===== config.mk =====
export PLATFORM = sky130hd
export DESIGN_NAME = data_lsu
export DESIGN_NICKNAME = d
export VERILOG_FILES = /design/src/rtl/data_lsu.sv
export SDC_FILE = /design/constraint.sdc
export NUM_CORES = 1
export LEC_CHECK = 0
export CAP_MARGIN = 10
export CORE_MARGIN = 10
export CORE_UTILIZATION = 48
export DETAILED_ROUTE_END_ITERATION = 16
export GPL_ROUTABILITY_DRIVEN = 0
export GPL_TIMING_DRIVEN = 1
export MAX_ROUTING_LAYER = met4
export PLACE_DENSITY = 0.86
export SLEW_MARGIN = 20
export SYNTH_ARGS = -nofsm -noshare
export SYNTH_HDL_FRONTEND = slang
export SYNTH_SLANG_ARGS = --single-unit

===== constraint.sdc =====
create_clock -name clk -period 4.3 [get_ports clk]
set_input_delay 0.43 -clock clk [delete_from_list [all_inputs] [get_ports clk]]
set_output_delay 0.43 -clock clk [all_outputs]
set_load 0.1 [all_outputs]

===== src/rtl/data_lsu.sv =====
// ----------------------------------------------------------------------------
// data_lsu
// Load/store unit between the CPU data port and a valid/ready data-memory bus.
// Formats B/H/W stores into replicated lane data plus byte strobes, extracts
// and sign/zero-extends load data, stalls the CPU while a bus access is
// outstanding, and flags misaligned, illegal-width and timed-out accesses.
//
// Ports
//   clk, reset        rising-edge clock, asynchronous active-low reset
//   req, we, funct3   CPU access request, store flag, RV32I width code
//   addr, wdata       byte address and store data from the datapath
//   rdata             formatted load data (registered)
//   stall             hold PC / block regfile write this cycle
//   access_err        one-cycle pulse on misaligned, illegal or timeout
//   bus_valid/we/addr/wdata/wstrb   registered request to memory
//   bus_ready, bus_rdata            memory handshake and raw read word
//
// State | meaning
// IDLE  | waiting for a CPU request; legal+aligned requests launch a bus access
// BUS   | request presented on the bus until bus_ready or timeout
// DONE  | access finished; CPU retires at the next edge, no new access started
// ----------------------------------------------------------------------------
module data_lsu #(
    parameter int TIMEOUT = 16
) (
    input  logic        clk,
    input  logic        reset,
    input  logic        req,
    input  logic        we,
    input  logic [2:0]  funct3,
    input  logic [31:0] addr,
    input  logic [31:0] wdata,
    output logic [31:0] rdata,
    output logic        stall,
    output logic        access_err,
    output logic        bus_valid,
    output logic        bus_we,
    output logic [31:0] bus_addr,
    output logic [31:0] bus_wdata,
    output logic [3:0]  bus_wstrb,
    input  logic        bus_ready,
    input  logic [31:0] bus_rdata
);

    localparam int CW = (TIMEOUT > 1) ? $clog2(TIMEOUT) : 1;
    localparam logic [CW-1:0] CNT_LAST = CW'(TIMEOUT - 1);

    typedef enum logic [1:0] {IDLE, BUS, DONE} state_t;

    state_t        state;
    logic [CW-1:0] cnt;
    logic [2:0]    funct3_q;
    logic [1:0]    lane_q;
    logic [31:0]   rdata_q;

    logic        legal, aligned, accept, reject, timeout_hit;
    logic [31:0] st_wdata;
    logic [3:0]  st_wstrb;
    logic [7:0]  ld_byte;
    logic [15:0] ld_half;
    logic [31:0] ld_data;

    always_comb begin
        legal = 1'b0;
        case (funct3)
            3'b000, 3'b001, 3'b010: legal = 1'b1;
            3'b100, 3'b101:         legal = !we;   // unsigned widths exist only for loads
            default:                legal = 1'b0;
        endcase

        aligned = 1'b0;
        case (funct3[1:0])
            2'b00:   aligned = 1'b1;
            2'b01:   aligned = !addr[0];
            2'b10:   aligned = (addr[1:0] == 2'b00);
            default: aligned = 1'b0;
        endcase
    end

    assign accept      = (state == IDLE) && req && legal && aligned;
    assign reject      = (state == IDLE) && req && !(legal && aligned);
    assign timeout_hit = (state == BUS) && !bus_ready && (cnt == CNT_LAST);

    // Gated by reset so nothing reaches the datapath while reset is held,
    // even if req is already asserted.
    assign stall      = reset && (accept || (state == BUS));
    assign access_err = reset && (reject || timeout_hit);
    assign rdata      = reject ? 32'h0 : rdata_q;

    always_comb begin
        st_wdata = wdata;
        st_wstrb = 4'b1111;
        case (funct3[1:0])
            2'b00: begin
                st_wdata = {4{wdata[7:0]}};
                st_wstrb = 4'b0001 << addr[1:0];
            end
            2'b01: begin
                st_wdata = {2{wdata[15:0]}};
                st_wstrb = addr[1] ? 4'b1100 : 4'b0011;
            end
            default: begin
                st_wdata = wdata;
                st_wstrb = 4'b1111;
            end
        endcase
    end

    always_comb begin
        ld_byte = bus_rdata[7:0];
        case (lane_q)
            2'd0:    ld_byte = bus_rdata[7:0];
            2'd1:    ld_byte = bus_rdata[15:8];
            2'd2:    ld_byte = bus_rdata[23:16];
            default: ld_byte = bus_rdata[31:24];
        endcase
        ld_half = lane_q[1] ? bus_rdata[31:16] : bus_rdata[15:0];

        // funct3[2] set means the unsigned (BU/HU) variant
        case (funct3_q[1:0])
            2'b00:   ld_data = {{24{!funct3_q[2] && ld_byte[7]}}, ld_byte};
            2'b01:   ld_data = {{16{!funct3_q[2] && ld_half[15]}}, ld_half};
            default: ld_data = bus_rdata;
        endcase
    end

    always_ff @(posedge clk or negedge reset) begin
        if (!reset) begin
            state     <= IDLE;
            cnt       <= '0;
            funct3_q  <= 3'b000;
            lane_q    <= 2'b00;
            rdata_q   <= 32'h0;
            bus_valid <= 1'b0;
            bus_we    <= 1'b0;
            bus_addr  <= 32'h0;
            bus_wdata <= 32'h0;
            bus_wstrb <= 4'b0000;
        end else begin
            case (state)
                IDLE: begin
                    if (accept) begin
                        state     <= BUS;
                        cnt       <= '0;
                        funct3_q  <= funct3;
                        lane_q    <= addr[1:0];
                        bus_valid <= 1'b1;
                        bus_we    <= we;
                        bus_addr  <= {addr[31:2], 2'b00};
                        bus_wdata <= st_wdata;
                        bus_wstrb <= we ? st_wstrb : 4'b0000;
                    end
                end
                BUS: begin
                    if (bus_ready) begin
                        if (!bus_we) rdata_q <= ld_data;
                        bus_valid <= 1'b0;
                        cnt       <= '0;
                        state     <= DONE;
                    end else if (cnt == CNT_LAST) begin
                        rdata_q   <= 32'h0;
                        bus_valid <= 1'b0;
                        cnt       <= '0;
                        state     <= DONE;
                    end else begin
                        cnt <= cnt + 1'b1;
                    end
                end
                DONE:    state <= IDLE;
                default: state <= IDLE;
            endcase
        end
    end

endmodule


==> results of run 1 <==
## logic make-up (layout without fill, tap and decap cells)
logic type | count (synthesis) | count (layout)
and+or+nand+nor | 113 | 113
DFF | 111 | 111
buffers and inverters | 42 | 233
muxes | 78 | 78
adders and majority gates | 1 | 1
AOI/OAI and AO/OA | 129 | 129
other | 1 | 2
xor gates and xnor gates | 1 | 1
## per-stage QoR
step | cells | area [sq um] | utilization (%) | hold WS (ps)
after detailed placement | 792 | 7388 | 68.16 | 453.9
after floorplan | 477 | 5341 | - | 134.4
final | 808 | 7614 | 70.23 | 17.76
after global routing | 808 | 7614 | 70.23 | 25.45
after global placement | 792 | 7383 | 68.11 | 443.4
after CTS | 808 | 7609 | 70.19 | 20.50
## flip-flops by register name, summed over array words and instances (netlist names)
name       flops
bus_addr      30
bus_valid      1
bus_wdata     32
bus_we         1
bus_wstrb      4
cnt            4
funct3_q       3
lane_q         2
rdata_q       32
state          2
## layer usage
layer / vias to the layer above / share of wire (%)
met5: - / 0
met1: 2212 / 40
li1: 2096 / -
met4: 0 / 2.4
met3: 33 / 8.3
met2: 200 / 50
## Yosys cell counts, types with 8 or more instances
library cell    n  area, sq um
o21ai_0        51        255.2
mux2i_1        25        250.2
nand2_1        32        120.1
clkbuf_1       25        93.84
nor2_1         24        90.09
o21a_1          9        67.56
nor2b_1        37        231.5
nor3_1          8        40.04
o2bb2ai_1       8        70.07
dfrtp_1       111         2778
a21oi_1        19        95.09
mux2_2         44        495.5
mux2_4          9        135.1
a221o_1        17        170.2
## layout make-up
type | count | area, sq um
Timing Repair Buffer | 211 | 2022
Multi-Input combinational cell | 324 | 2396
Clock buffer | 9 | 123.9
Clock inverter | 7 | 96.34
Fill cell | 796 | 3227
Sequential cell | 111 | 2778
Tap cell | 140 | 175.2
Inverter | 6 | 22.52
## worst paths after layout
kind	start	end	slack (ps)	cells past startpoint
setup reg to reg	lane_q[1]	rdata_q[26]	2080	5
hold / removal	reset	bus_addr[12]	20	1
hold reg to reg	bus_wdata[12]	bus_wdata[12]	490	2
min in group clk	bus_wdata[12]	bus_wdata[12]	490	2
setup / recovery	req	access_err	1390	5
max in group asynchronous	reset	bus_addr[14]	3000	2
## worst register-to-register path, delay by kind of cell (launching register included)
family          cells  cell delay (ps)
simple gates        1              100
flops               1              720
mux                 1              410
compound gates      2              660
buf+inv             1              220
==> key figures, run 1 <==
Run status
  – Outcome: complete, no violations

GRT
  – Leftover overflow at the end of global routing: 0
  – Grt met3 use: 8.196%
  – Number of global-route vias before repair: 4848
  – Met1 track utilization from global routing: 24.41%
  – Antenna violations before repair: 0
  – Busiest layer in global routing: met2
  – GR Layer Usage met2: 35.14%
  – Gr usage total: 21.69%
  – Maximum number of pins on one net before global-route repair: 105
  – Wire length of the first global-routing pass: 26710 um

Logic synthesis
  – Number of synthesis warnings: 0
  – Total standard cell area after synthesis: 5338 sq um
  – Number of synthesized register bits: 111
  – Mux share of post-synthesis cell area: 16.50%
  – Fraction of registers with async set or reset after synthesis: 100.0%
  – Leading register cell type out of synthesis: dfrtp_1
  – Dominant combinational cell family by area after synthesis: compound AO/OA/AOI/OAI gates
  – Post-Synth XOR/XNOR Area: 0.1641%
  – Per-instance average area after synthesis: 11.21 sq um
  – Number of enable flip-flop cells after synthesis: 0
  – Post-synthesis simple-gate area fraction: 10.85%
  – Area fraction in compound gates after synthesis: 16.57%
  – Synth Area in Adders: 0.2344%
  – Unique masters post-synth: 40
  – Post-synthesis sequential area ratio: 52.04%
  – Syn Inst Count: 476

Critical path
  – Cell family with the largest share of critical-path delay: simple AND/OR/NAND/NOR gates
  – Type of the worst setup path: in2out
  – CP bufs+invs: 2
  – Top fanout value on the critical path: 33
  – Startpoint type of the worst setup path: input port
  – Sort of element at the end of the critical path: primary output
  – Cells along the critical path: clkdlybuf4s50_1 -> or3b_2 -> nor2_4 -> o21a_1 -> buf_4
  – Endpoint required time on the critical path: 3870 ps
  – Largest stage delay on the critical path: 570 ps
  – Cell with the largest stage delay on the worst path: nor2_4
  – Crit path arrival time: 2480 ps

Timing
  – Shortest period the worst path allows: 2912 ps
  – Achievable clock frequency: 343.4 MHz
  – Final setup violation count: 0
  – Number of pins exceeding their max-slew limit in the final report: 0
  – RSZ-0062 raised after global routing: false
  – Worst path setup slack after routing: 1388 ps
  – Fin Clk Skew: 10.86 ps
  – Setup TNS: 0 ps
  – Worst Max-Slew Pin Slew: 1074 ps
  – Final worst-path cycle share: 67.73%
  – Slew HR: 28.18%
  – Fin. Hold Viols: 0

Clocking
  – Worst-skew pair later-pin latency: 390 ps
  – Inserted Clock Buffers: 9
  – Clock tree buffer depth: 2
  – CTS Root Cell: clkbuf_8
  – CTS sink count: 111
  – Clock-pin slew of the registers on the worst-case setup and hold paths: 100 ps
  – Buffers inserted during post-CTS setup optimization: 0
  – Clock tree from TritonCTS: built
  – Hold bufs inserted after CTS: 0
  – H-tree levels: 3
  – Number of cells upsized or downsized after cts: 0

Final layout
  – Growth of design area from synthesis to finish: 42.64%
  – Number of antenna diodes: 0
  – Commonest non-fill, non-tap cell in the layout: clkdlybuf4s50_1
  – Post-layout net count: 768
  – Leading cell types in the layout, fill and taps excluded: clkdlybuf4s50_1 (170), dfrtp_1 (111), o21ai_0 (51)
  – Fraction of layout instances using a drive strength above 1: 17.51%

Floorplan
  – Die Outline Area: 15740 sq um
  – Die boundary width: 125.5 um
  – Effective utilization at floorplan: 49.24%
  – Floorplan core area: 10840 sq um
  – Cell Rows: 38
  – Die Y-Extent: 125.5 um
  – Top-level I/O count: 208

Placement
  – Dpl hpwl: 12850 um
  – Pre-CTS setup slack: 980.5 ps
  – Total of buffers placed on input and output ports: 205

Drt
  – Post-route DRC: 0
  – Remaining antenna violation count after routing: 0
  – Iteration count of the initial detailed-routing pass: 5
  – Overall routed net length: 16910 um
  – Vias after detailed routing: 4541
  – Iter 0 DRT Violations: 260
  – Vias/cell: 5.620
  – Average wire length per cell after detail routing: 20.92 um

Job
  – Number of max-capacitance violations reported: 0

Min path
  – Worst hold path class: in2async
Power of run 1 is not shown: default switching activity piles up to over one toggle a cycle in this logic, so the estimate is an artifact.
==> inputs of run 2 (changes only) <==
- CORE_UTILIZATION: 48 -> 44
- PLACE_DENSITY: 0.86 -> 0.8
- clock period: 4.3 -> 2.7 ns (I/O delays scaled with it)
==> run 2 against run 1 <==
Global-route usage down 2.4 points. Register-to-register slack worse by 1500 ps. Flip-flop and latch count is the same. Clock skew fell by 4.3 ps. Die area up 7.6%. Critical endpoint is now rdata[6]. Highest routed layer unchanged.
==> key figures, run 2 (synthesis gave the netlist of run 1 again) <==
Critical path
  – Crit path arrival time: 2300 ps
  – Startpoint type of the worst setup path: flip-flop
  – Endpoint of the worst-slack reg-to-reg timing path: rdata_q[23]
  – Type of the worst setup path: reg2out
  – Launching element of the worst setup path: state[0]
  – Worst r2r path cells: 5
  – Sort of element at the end of the critical path: primary output
  – Slack of the worst reg-to-reg path: 630 ps
  – Launch instance of the worst register-to-register path: cnt[0]
  – Top fanout value on the critical path: 16
  – Endpoint required time on the critical path: 2430 ps

Clocking
  – H-tree levels: 3
  – Worst-skew pair later-pin latency: 350 ps
  – Clock-pin slew of the registers on the worst-case setup and hold paths: 70 ps
  – Inserted Clock Buffers: 9
  – CTS Root Cell: clkbuf_16
  – Clock tree from TritonCTS: built
  – Clock tree buffer depth: 2
  – Buffers inserted during post-CTS setup optimization: 0
  – CTS sink count: 111

Placement
  – Dpl hpwl: 12400 um
  – Pre-CTS setup slack: -208.1 ps
  – Total of buffers placed on input and output ports: 205
  – Count of placed standard cells including taps: 805

Drt
  – Vias after detailed routing: 4429
  – Post-route DRC: 0
  – Remaining antenna violation count after routing: 0
  – Total routed wire length on the met1 layer: 6290 um
  – Vias/cell: 5.375
  – Uppermost signal routing layer after detailed routing: met4
  – Overall routed net length: 16190 um
  – Met3 routed WL: 1489 um
  – Iter 0 DRT Violations: 334
  – Iteration count of the initial detailed-routing pass: 4
  – Metal2 WL: 8121 um
  – Average wire length per cell after detail routing: 19.64 um

Floorplan
  – Top-level I/O count: 208
  – Cell Rows: 40
  – Die Y-Extent: 130.1 um
  – Floorplan core area: 11960 sq um
  – Die boundary width: 130.1 um
  – Die Outline Area: 16940 sq um
  – Effective utilization at floorplan: 44.62%

Job
  – Number of max-capacitance violations reported: 0

Timing
  – Slew HR: 39.78%
  – Setup TNS: 0 ps
  – RSZ-0062 raised after global routing: false
  – Final setup violation count: 0
  – Worst Max-Slew Pin Slew: 900.0 ps
  – Worst path setup slack after routing: 130.0 ps
  – Final worst hold slack: 372.5 ps
  – Shortest period the worst path allows: 2570 ps
  – Fin. Hold Viols: 0
  – Final worst-path cycle share: 95.19%
  – Fin Clk Skew: 6.539 ps
  – Achievable clock frequency: 389.1 MHz
  – Number of pins exceeding their max-slew limit in the final report: 0

GRT
  – Gr usage total: 19.24%
  – Number of global-route vias before repair: 4731
  – Maximum number of pins on one net before global-route repair: 88
  – Wire length of the first global-routing pass: 25020 um
  – Leftover overflow at the end of global routing: 0
  – Antenna violations before repair: 0

Final layout
  – Post-layout net count: 776
  – Registers with the most flip-flops: bus_wdata (32), rdata_q (32), bus_addr (30)
  – Growth of design area from synthesis to finish: 51.15%
  – Commonest non-fill, non-tap cell in the layout: dfrtp_1
  – Register Area: 2778 sq um
  – Post-Layout Cell Count: 824
  – Fillcell total: 893
  – Fraction of layout instances using a drive strength above 1: 28.55%
  – Area used by multi-input combinational logic: 2405 sq um
  – Leading cell types in the layout, fill and taps excluded: dfrtp_1 (111), clkdlybuf4s50_1 (102), buf_4 (79)

Min path
  – Worst hold path class: in2async

Run status
  – Outcome: complete, no violations
==> run 2: final cells by class <==
type | instances | area share (%)
flip-flops and latches | 111 | 34.43
multi-input cells | 325 | 29.81
repair buffers | 218 | 29.06
clock buffers | 10 | 2.962
well taps | 147 | 2.280
clock inverters | 6 | 1.148
inverters | 6 | 0.2792
diodes | 1 | 0.03102
==> run 2: worst max path at each step <==
stage	endpoint	cells after the start
2_1_floorplan	rdata[10]	5
3_3_place_gp	access_err	5
3_5_place_dp	access_err	5
4_1_cts	access_err	4
5_1_grt	rdata[16]	4
6_report	rdata[6]	4
==> run 2: worst max-delay path, cell delays in order (launching register included) <==
cell,delay (ps)
dfrtp_1,410
or3b_2,590
nor2_2,560
nor2b_1,170
buf_12,210
==> run 2: timing repair <==
action | in CTS | in global routing
endpoints found under the setup margin | 33 | 1
hold endpoints to repair | 24 | 0
cloned | 0 | 1
resized for setup | 1 | 0
pin swaps | 0 | 1
hold buffers | 1 | 0
==> run 2: through the flow <==
step / utilization [%] / cell area [sq um]
global route: 67.43 / 8065
finish: 67.45 / 8068
floorplan: - / 5344
detailed placement: 64.48 / 7712
global placement: 64.44 / 7707
CTS: 67.37 / 8059
==> run 2: layer usage <==
metal	vias up	GRT usage, %
met3	19	6.288
met5	-	-
li1	2106	-
met2	167	31.44
met1	2137	21.75
met4	0	6.746
Power of run 2 is left out for the same reason.
==> inputs of run 3 (changes only) <==
- ABC_CLOCK_PERIOD_IN_PS: default -> 2700
==> results of run 3 <==
Final layout, timing and power as in run 2 (identical DEF).
Power of run 3 is left out for the same reason.
